## src/rtl/oled_spi_tx_if.sv

```systemverilog
// oled_spi_tx_if: upstream byte handshake into the OLED SPI transmitter.
// The register wrapper (master) offers a byte plus its DC flag.
// The transmitter (slave) accepts the byte on in_valid && in_ready.
interface oled_spi_tx_if;
  logic       in_valid;
  logic       in_ready;
  logic [7:0] in_data;
  logic       in_dc;

  modport master (output in_valid, output in_data, output in_dc, input in_ready);
  modport slave  (input in_valid, input in_data, input in_dc, output in_ready);
endinterface

```

## src/rtl/oled_spi_tx.sv

```systemverilog
// oled_spi_tx: byte-level SPI transmit engine for SSD1331-class OLED panels.
// Bytes are buffered in a small FIFO and shifted out in SPI mode 0, MSB first.
// The block drives CS, DC and the panel reset pin, and runs the power-on reset pulse sequence.
// Build option OLED_TX_CS_HOLD_EN: when defined, consecutive bytes with the same DC value
// keep oled_cs low through the inter-byte gap (burst mode). When undefined, every byte is
// framed by its own CS pulse.
module oled_spi_tx #(
  parameter int CLK_DIV      = 2,
  parameter int FIFO_DEPTH   = 4,
  parameter int RST_LOW_CYC  = 160,
  parameter int RST_WAIT_CYC = 160
) (
  input  logic         clk,
  input  logic         reset,
  oled_spi_tx_if.slave up,
  input  logic         hw_rst_req,
  output logic         busy,
  output logic         oled_sclk,
  output logic         oled_mosi,
  output logic         oled_cs,
  output logic         oled_dc,
  output logic         oled_res
);

  localparam int          AW            = $clog2(FIFO_DEPTH);
  localparam logic [AW:0] PTR_ZERO      = {(AW + 1){1'b0}};
  localparam logic [AW:0] PTR_ONE       = {{AW{1'b0}}, 1'b1};
  localparam logic [15:0] DIV_LAST      = 16'(CLK_DIV - 1);
  localparam logic [15:0] RST_LOW_LAST  = 16'(RST_LOW_CYC - 1);
  localparam logic [15:0] RST_WAIT_LAST = 16'(RST_WAIT_CYC - 1);

  typedef enum logic [2:0] {
    ST_RST_LOW  = 3'd0,
    ST_RST_WAIT = 3'd1,
    ST_IDLE     = 3'd2,
    ST_LOAD     = 3'd3,
    ST_SHIFT    = 3'd4,
    ST_GAP      = 3'd5
  } state_t;

  state_t      state_r;
  logic [15:0] cnt_r;       // reset-sequence length or SCLK half-period/gap length
  logic [2:0]  bit_cnt_r;   // bits still to send after the one on mosi
  logic [7:0]  sh_r;        // remaining bits of the current byte, next one at [7]
  logic        rst_pend_r;  // panel reset requested, waiting for the FIFO to drain

  // FIFO entry layout: {dc, data}
  logic [8:0]  mem_r [FIFO_DEPTH];
  logic [AW:0] wr_ptr_r;
  logic [AW:0] rd_ptr_r;
  logic [8:0]  head_s;
  logic        full_s;
  logic        empty_s;
  logic        push_s;
  logic        pop_s;
  logic        in_seq_s;

  assign head_s   = mem_r[rd_ptr_r[AW-1:0]];
  assign empty_s  = (wr_ptr_r == rd_ptr_r);
  assign full_s   = (wr_ptr_r[AW] != rd_ptr_r[AW]) && (wr_ptr_r[AW-1:0] == rd_ptr_r[AW-1:0]);
  assign in_seq_s = (state_r == ST_RST_LOW) || (state_r == ST_RST_WAIT);
  assign pop_s    = (state_r == ST_LOAD);

  // New bytes are held off while a panel reset is pending, so they are sent only after the reset sequence.
  assign up.in_ready = !full_s && !in_seq_s && !rst_pend_r;
  assign push_s      = up.in_valid && up.in_ready;
  assign busy        = !empty_s || (state_r != ST_IDLE) || rst_pend_r;

  // FIFO storage: write the pushed byte and its DC flag
  always_ff @(posedge clk) begin
    if (push_s) begin
      mem_r[wr_ptr_r[AW-1:0]] <= {up.in_dc, up.in_data};
    end
  end

  // FIFO pointers: advance on push and on the LOAD pop; reset empties the FIFO
  always_ff @(posedge clk) begin
    if (reset) begin
      wr_ptr_r <= PTR_ZERO;
      rd_ptr_r <= PTR_ZERO;
    end else begin
      if (push_s) begin
        wr_ptr_r <= wr_ptr_r + PTR_ONE;
      end
      if (pop_s) begin
        rd_ptr_r <= rd_ptr_r + PTR_ONE;
      end
    end
  end

  // Transmit FSM: reset sequencing, byte load, bit shifting, inter-byte gap; all pin outputs registered
  always_ff @(posedge clk) begin
    if (reset) begin
      state_r    <= ST_RST_LOW;
      cnt_r      <= 16'd0;
      bit_cnt_r  <= 3'd0;
      sh_r       <= 8'h00;
      rst_pend_r <= 1'b0;
      oled_sclk  <= 1'b0;
      oled_mosi  <= 1'b0;
      oled_cs    <= 1'b1;
      oled_dc    <= 1'b0;
      oled_res   <= 1'b0;
    end else begin
      // Repeated requests merge into the one latched flag.
      if (hw_rst_req) begin
        rst_pend_r <= 1'b1;
      end
      case (state_r)
        ST_RST_LOW: begin
          if (cnt_r == RST_LOW_LAST) begin
            cnt_r    <= 16'd0;
            oled_res <= 1'b1;
            state_r  <= ST_RST_WAIT;
          end else begin
            cnt_r <= cnt_r + 16'd1;
          end
        end
        ST_RST_WAIT: begin
          if (cnt_r == RST_WAIT_LAST) begin
            cnt_r   <= 16'd0;
            state_r <= ST_IDLE;
          end else begin
            cnt_r <= cnt_r + 16'd1;
          end
        end
        ST_IDLE: begin
          if (!empty_s) begin
            // The frame opens as LOAD is entered, so CS/DC/bit7 are already valid during LOAD.
            state_r   <= ST_LOAD;
            oled_cs   <= 1'b0;
            oled_dc   <= head_s[8];
            oled_mosi <= head_s[7];
            sh_r      <= {head_s[6:0], 1'b0};
          end else if (rst_pend_r) begin
            state_r    <= ST_RST_LOW;
            cnt_r      <= 16'd0;
            oled_res   <= 1'b0;
            rst_pend_r <= 1'b0;
          end else begin
            state_r <= ST_IDLE;
          end
        end
        ST_LOAD: begin
          state_r   <= ST_SHIFT;
          cnt_r     <= 16'd0;
          bit_cnt_r <= 3'd7;
        end
        ST_SHIFT: begin
          if (cnt_r == DIV_LAST) begin
            cnt_r <= 16'd0;
            if (!oled_sclk) begin
              oled_sclk <= 1'b1;
            end else begin
              // Falling edge: the only point where mosi may change.
              oled_sclk <= 1'b0;
              if (bit_cnt_r == 3'd0) begin
                state_r <= ST_GAP;
`ifdef OLED_TX_CS_HOLD_EN
                // Keep the frame open only if the next byte is already queued with the same DC.
                oled_cs <= !(!empty_s && (head_s[8] == oled_dc));
`else
                oled_cs <= 1'b1;
`endif
              end else begin
                bit_cnt_r <= bit_cnt_r - 3'd1;
                oled_mosi <= sh_r[7];
                sh_r      <= {sh_r[6:0], 1'b0};
              end
            end
          end else begin
            cnt_r <= cnt_r + 16'd1;
          end
        end
        ST_GAP: begin
          if (cnt_r == DIV_LAST) begin
            cnt_r <= 16'd0;
            if (!empty_s) begin
              state_r   <= ST_LOAD;
              oled_cs   <= 1'b0;
              oled_dc   <= head_s[8];
              oled_mosi <= head_s[7];
              sh_r      <= {head_s[6:0], 1'b0};
            end else begin
              state_r <= ST_IDLE;
              oled_cs <= 1'b1;
            end
          end else begin
            cnt_r <= cnt_r + 16'd1;
          end
        end
        default: begin
          state_r   <= ST_RST_LOW;
          cnt_r     <= 16'd0;
          oled_sclk <= 1'b0;
          oled_cs   <= 1'b1;
          oled_res  <= 1'b0;
        end
      endcase
    end
  end

endmodule
```

## src/flat_wrapper.sv

```systemverilog
// flat-port wrapper written by rule: the top's interface ports become plain ports
module oled_spi_tx_flat 
#(
  parameter int CLK_DIV      = 2,
  parameter int FIFO_DEPTH   = 4,
  parameter int RST_LOW_CYC  = 160,
  parameter int RST_WAIT_CYC = 160
)
  (clk, reset, hw_rst_req, busy, oled_sclk, oled_mosi, oled_cs, oled_dc, oled_res, up_in_valid, up_in_data, up_in_dc, up_in_ready);
  oled_spi_tx_if up_i ();
  input  logic clk;
  input  logic reset;
  input  logic hw_rst_req;
  output logic busy;
  output logic oled_sclk;
  output logic oled_mosi;
  output logic oled_cs;
  output logic oled_dc;
  output logic oled_res;
  input wire logic [$bits(up_i.in_valid)-1:0] up_in_valid;
  input wire logic [$bits(up_i.in_data)-1:0] up_in_data;
  input wire logic [$bits(up_i.in_dc)-1:0] up_in_dc;
  output wire logic [$bits(up_i.in_ready)-1:0] up_in_ready;
  assign up_i.in_valid = up_in_valid;
  assign up_i.in_data = up_in_data;
  assign up_i.in_dc = up_in_dc;
  assign up_in_ready = up_i.in_ready;
  oled_spi_tx #(.CLK_DIV(CLK_DIV), .FIFO_DEPTH(FIFO_DEPTH), .RST_LOW_CYC(RST_LOW_CYC), .RST_WAIT_CYC(RST_WAIT_CYC)) u_core (.clk(clk), .reset(reset), .up(up_i), .hw_rst_req(hw_rst_req), .busy(busy), .oled_sclk(oled_sclk), .oled_mosi(oled_mosi), .oled_cs(oled_cs), .oled_dc(oled_dc), .oled_res(oled_res));
endmodule
```

## config.mk

```make
export PLATFORM = sky130hd
export DESIGN_NAME = oled_spi_tx_flat
export DESIGN_NICKNAME = d
export VERILOG_FILES = /design/src/rtl/oled_spi_tx_if.sv /design/src/rtl/oled_spi_tx.sv /design/src/flat_wrapper.sv
export SDC_FILE = /design/constraint.sdc
export NUM_CORES = 1
export LEC_CHECK = 0
export CAP_MARGIN = 20
export CORE_ASPECT_RATIO = 1.2
export CORE_MARGIN = 8
export CORE_UTILIZATION = 33
export DETAILED_ROUTE_END_ITERATION = 10
export PLACE_DENSITY_LB_ADDON = 0.08
export SYNTH_ARGS = -nofsm -noshare
export SYNTH_HDL_FRONTEND = slang
export SYNTH_SLANG_ARGS = --single-unit
export TNS_END_PERCENT = 100
```

## constraint.sdc

```tcl
create_clock -name clk -period 5.5 [get_ports clk]
set_input_delay 0.825 -clock clk [delete_from_list [all_inputs] [get_ports clk]]
set_output_delay 0.825 -clock clk [all_outputs]
set_load 0.01 [all_outputs]
```

==> qor.json <==
{
  "die_width": {"value": 112.9, "unit": "um"},
  "worstSetupStartpoint": {"value": "u_core.state_r[1]$_SDFFE_PP0P_"},
  "post_synth_num_cell_types": {"value": 56},
  "first_global_vias": {"value": 2551},
  "vias_per_cell": {"value": 5.307},
  "seq_area_frac_synth": {"value": 52.19, "unit": "%"},
  "drt_wl_total": {"value": 7.722, "unit": "mm"},
  "cts.sinks": {"value": 79},
  "std_cell_rows": {"value": 42},
  "final_min_period_over_clock_period": {"value": 56.60, "unit": "%"},
  "r2r-start": {"value": "u_core.state_r[2]$_SDFFE_PP0P_"},
  "cts-root-to-sink-buffers": {"value": 2},
  "drt_drc_violations_left": {"value": 0},
  "globalRouteOverflowTotal": {"value": 0},
  "async_reset_ff_share": {"value": 0, "unit": "%"},
  "placedCellCount": {"value": 466},
  "setup.worst_path.end_class": {"value": "primary output"},
  "synth.area.top_cells": {"value": "sky130_fd_sc_hd__edfxtp_1, sky130_fd_sc_hd__dfxtp_1, sky130_fd_sc_hd__mux4_2"},
  "slowest_delay": {"value": 0.67, "unit": "ns"},
  "yosysMostFrequentCell": {"value": "sky130_fd_sc_hd__dfxtp_1"},
  "peakVddDrop": {"value": 0.1965, "unit": "mV"},
  "finalSetupViolCount": {"value": 0},
  "synthesis.instances": {"value": 333},
  "n_antenna_cell": {"value": 0},
  "initial_antenna_violation_count": {"value": 0},
  "initial_core_util": {"value": 33.72, "unit": "%"},
  "holdBufCountCts": {"value": 0},
  "grt_max_degree": {"value": 51},
  "critical_path_cell_count": {"value": 3},
  "hold_violations": {"value": 0},
  "r2r_cells": {"value": 5},
  "tightestPinTransition": {"value": 0.9362, "unit": "ns"},
  "setup_tns": {"value": 0, "unit": "ns"},
  "layout-drive-gt1-share": {"value": 10.57, "unit": "%"},
  "placement.setup.worst_slack": {"value": 2.635, "unit": "ns"},
  "area_growth": {"value": 15.50, "unit": "%"},
  "timing.critical_path.required": {"value": 4.68, "unit": "ns"},
  "seq_cells_post_synth": {"value": 79},
  "powerDensity": {"value": 292.5, "unit": "nW/um^2"},
  "status": {"value": "complete, no violations"},
  "r2r_setup_slack": {"value": 2.63, "unit": "ns"},
  "coreArea": {"value": 11040, "unit": "um^2"},
  "final_worst_setup_slack": {"value": 2.387, "unit": "ns"},
  "hpwl": {"value": 5.196, "unit": "mm"},
  "synth_top_flop_cell": {"value": "sky130_fd_sc_hd__dfxtp_1"},
  "grt_setup_unrepaired": {"value": "no"},
  "worst_slew_margin_rel": {"value": 37.59, "unit": "%"},
  "max_fclk": {"value": 321.2, "unit": "MHz"},
  "report.final.slew_viol_count": {"value": 0},
  "worst_hold_path_type": {"value": "register to register"},
  "cts_tree": {"value": "yes"},
  "cts_resized": {"value": 0},
  "ys_top_cells_by_count": {"value": "sky130_fd_sc_hd__dfxtp_1, sky130_fd_sc_hd__edfxtp_1, sky130_fd_sc_hd__nor2_1, sky130_fd_sc_hd__inv_1, sky130_fd_sc_hd__nand2_1"},
  "leakage": {"value": 1.517, "unit": "nW"},
  "tritoncts.num_buffers": {"value": 9},
  "initialDrtViolationCount": {"value": 126},
  "mappedNetlistNets": {"value": 355},
  "cts.clk_slew.worst_paths": {"value": 0.06, "unit": "ns"},
  "floorplan.die_area": {"value": 14940, "unit": "um^2"},
  "first_pass_grt_wire_length": {"value": 12.91, "unit": "mm"},
  "clk_latency": {"value": 0.33, "unit": "ns"},
  "ant_nets": {"value": 0},
  "data_arrival_time_at_the_worst_slack_endpoint": {"value": 2.29, "unit": "ns"},
  "buffer_ports.inserted": {"value": 19},
  "drt_pre_antenna_iters": {"value": 4},
  "slowest_stage": {"value": "sky130_fd_sc_hd__clkdlybuf4s50_1"},
  "io-pin-count": {"value": 20},
  "gpl.final_weighted_congestion": {"value": 0.7017},
  "proportion_of_netlist_area_held_by_the_largest_area_contributor": {"value": 29.05, "unit": "%"},
  "fin_cells": {"value": 482},
  "layout.nets": {"value": 367},
  "num_vias": {"value": 2558},
  "synth.avg_cell_area": {"value": 11.17, "unit": "um^2"},
  "routed_length_per_placed_instance": {"value": 16.02, "unit": "um"},
  "post-cts-setup-buffers": {"value": 0},
  "root_buffer": {"value": "sky130_fd_sc_hd__clkbuf_16"},
  "cp_delay_by_family_top": {"value": "buffers and inverters"},
  "synth.largest_area_cell": {"value": "sky130_fd_sc_hd__edfxtp_1"},
  "finClkSkew": {"value": 0.007916, "unit": "ns"},
  "critPathBufInv": {"value": 1},
  "die_height": {"value": 132.3, "unit": "um"},
  "worst_r2r_endpoint": {"value": "u_core.oled_mosi$_SDFFE_PP0P_"},
  "synth_enable_flop_cells": {"value": 36},
  "worst-path-max-fanout": {"value": 12},
  "gr-usage-all-layers": {"value": 10.87, "unit": "%"},
  "setup.worst_path.end": {"value": "up_in_ready"},
  "htreeDepth": {"value": 3},
  "path_cells": {"value": "nor2_1 -> a311oi_1 -> clkdlybuf4s50_1"},
  "drv.max_cap_violation_count": {"value": 0},
  "synth-warning-count": {"value": 0},
  "synth_area": {"value": 3721, "unit": "um^2"},
  "worstSetupStartpointType": {"value": "register"},
  "final.min_clock_period": {"value": 3.113, "unit": "ns"},
  "crit_type": {"value": "register to primary output"}
}
-- routing by layer --
metal  track usage, %  part of all wire [%]
met1            13.02                    47
met2            17.66                    48
met3            2.429                   3.1
met4            5.935                   2.1
met5                0                     0
-- flip-flops by register name (all words and copies together), names as in the netlist, named ones only --
register and cells:
u_core.oled_dc 1, u_core.sh_r 7, u_core.state_r 3, u_core.mem_r 36, u_core.wr_ptr_r 3, u_core.bit_cnt_r 3, u_core.rst_pend_r 1, u_core.rd_ptr_r 3
u_core.oled_cs 1, u_core.oled_sclk 1, u_core.oled_res 1, u_core.cnt_r 16, u_core.oled_mosi 1
-- power by group --
group,switching (W),total (W),leakage (nW),internal (W)
Clock,0.000250,0.000607,0.144,0.000357
Sequential,0.00000351,0.000619,0.671,0.000615
Combinational,0.0000169,0.0000316,0.703,0.0000147
-- cell type report --
type / instances / area [um^2]
Clock buffer: 9 / 225.2
Clock inverter: 7 / 78.83
Fill cell: 1082 / 6738
Inverter: 23 / 86.33
Multi-Input combinational cell: 212 / 1608
Sequential cell: 79 / 1942
Tap cell: 132 / 165.2
Timing Repair Buffer: 20 / 192.7
-- through the flow --
step / utilization, % / power, W / hold slack, ns / instance area, um^2
detailed placement: 36.19 / 0.0006634 / 0.4497 / 3994
finish: 38.95 / 0.001257 / 0.4563 / 4298
global route: 38.95 / 0.001305 / 0.4789 / 4298
global placement: 36.19 / 0.0006631 / 0.4426 / 3994
floorplan: - / 0.0006477 / 0.4319 / 3721
CTS: 38.95 / 0.001278 / 0.4594 / 4298
-- worst min path at each step --
stage / endpoint / depth (start not counted) / startpoint
2_1_floorplan: u_core.bit_cnt_r[0]$_SDFFE_PP0P_ / 2 / u_core.bit_cnt_r[0]$_SDFFE_PP0P_
3_3_place_gp: u_core.bit_cnt_r[0]$_SDFFE_PP0P_ / 2 / u_core.bit_cnt_r[0]$_SDFFE_PP0P_
3_5_place_dp: u_core.bit_cnt_r[0]$_SDFFE_PP0P_ / 2 / u_core.bit_cnt_r[0]$_SDFFE_PP0P_
4_1_cts: u_core.bit_cnt_r[0]$_SDFFE_PP0P_ / 2 / u_core.bit_cnt_r[0]$_SDFFE_PP0P_
5_1_grt: u_core.bit_cnt_r[0]$_SDFFE_PP0P_ / 2 / u_core.bit_cnt_r[0]$_SDFFE_PP0P_
6_report: u_core.bit_cnt_r[0]$_SDFFE_PP0P_ / 2 / u_core.bit_cnt_r[0]$_SDFFE_PP0P_
-- placed cells by master (no fill, tap or decap), types with 3 or more instances in the layout --
cell and instances:
sky130_fd_sc_hd__a21oi_1 11, sky130_fd_sc_hd__a22o_1 6, sky130_fd_sc_hd__a311o_1 4, sky130_fd_sc_hd__a311oi_1 3
sky130_fd_sc_hd__a31oi_1 10, sky130_fd_sc_hd__and2_1 4, sky130_fd_sc_hd__and3_1 7, sky130_fd_sc_hd__and4_1 3
sky130_fd_sc_hd__clkbuf_16 9, sky130_fd_sc_hd__clkdlybuf4s50_1 18, sky130_fd_sc_hd__dfxtp_1 43, sky130_fd_sc_hd__edfxtp_1 36
sky130_fd_sc_hd__ha_1 9, sky130_fd_sc_hd__inv_1 23, sky130_fd_sc_hd__mux2_2 4, sky130_fd_sc_hd__mux2i_1 4
sky130_fd_sc_hd__mux4_2 9, sky130_fd_sc_hd__nand2_1 16, sky130_fd_sc_hd__nand3_1 8, sky130_fd_sc_hd__nand4_1 5
sky130_fd_sc_hd__nor2_1 29, sky130_fd_sc_hd__nor2b_1 7, sky130_fd_sc_hd__nor3_1 4, sky130_fd_sc_hd__nor4_1 5
sky130_fd_sc_hd__o21a_1 8, sky130_fd_sc_hd__o31ai_1 11, sky130_fd_sc_hd__or3_1 3, sky130_fd_sc_hd__xnor2_1 5
sky130_fd_sc_hd__xor2_1 5
-- kinds of logic after synthesis --
family | after synthesis | share of synthesized area, %
simple gates | 105 | 15.94
buf+inv | 42 | 4.606
fa+ha+maj | 9 | 3.026
mux | 18 | 8.137
xor+xnor | 10 | 2.354
compound gates | 70 | 13.75
flops | 79 | 52.19
-- tightest hold or removal path: stages (launching register included) --
cell and delay, ns:
sky130_fd_sc_hd__dfxtp_1 0.31, sky130_fd_sc_hd__nand2_1 0.05, sky130_fd_sc_hd__a21oi_1 0.05
No activity file was read; power rests on OpenSTA's default activity.
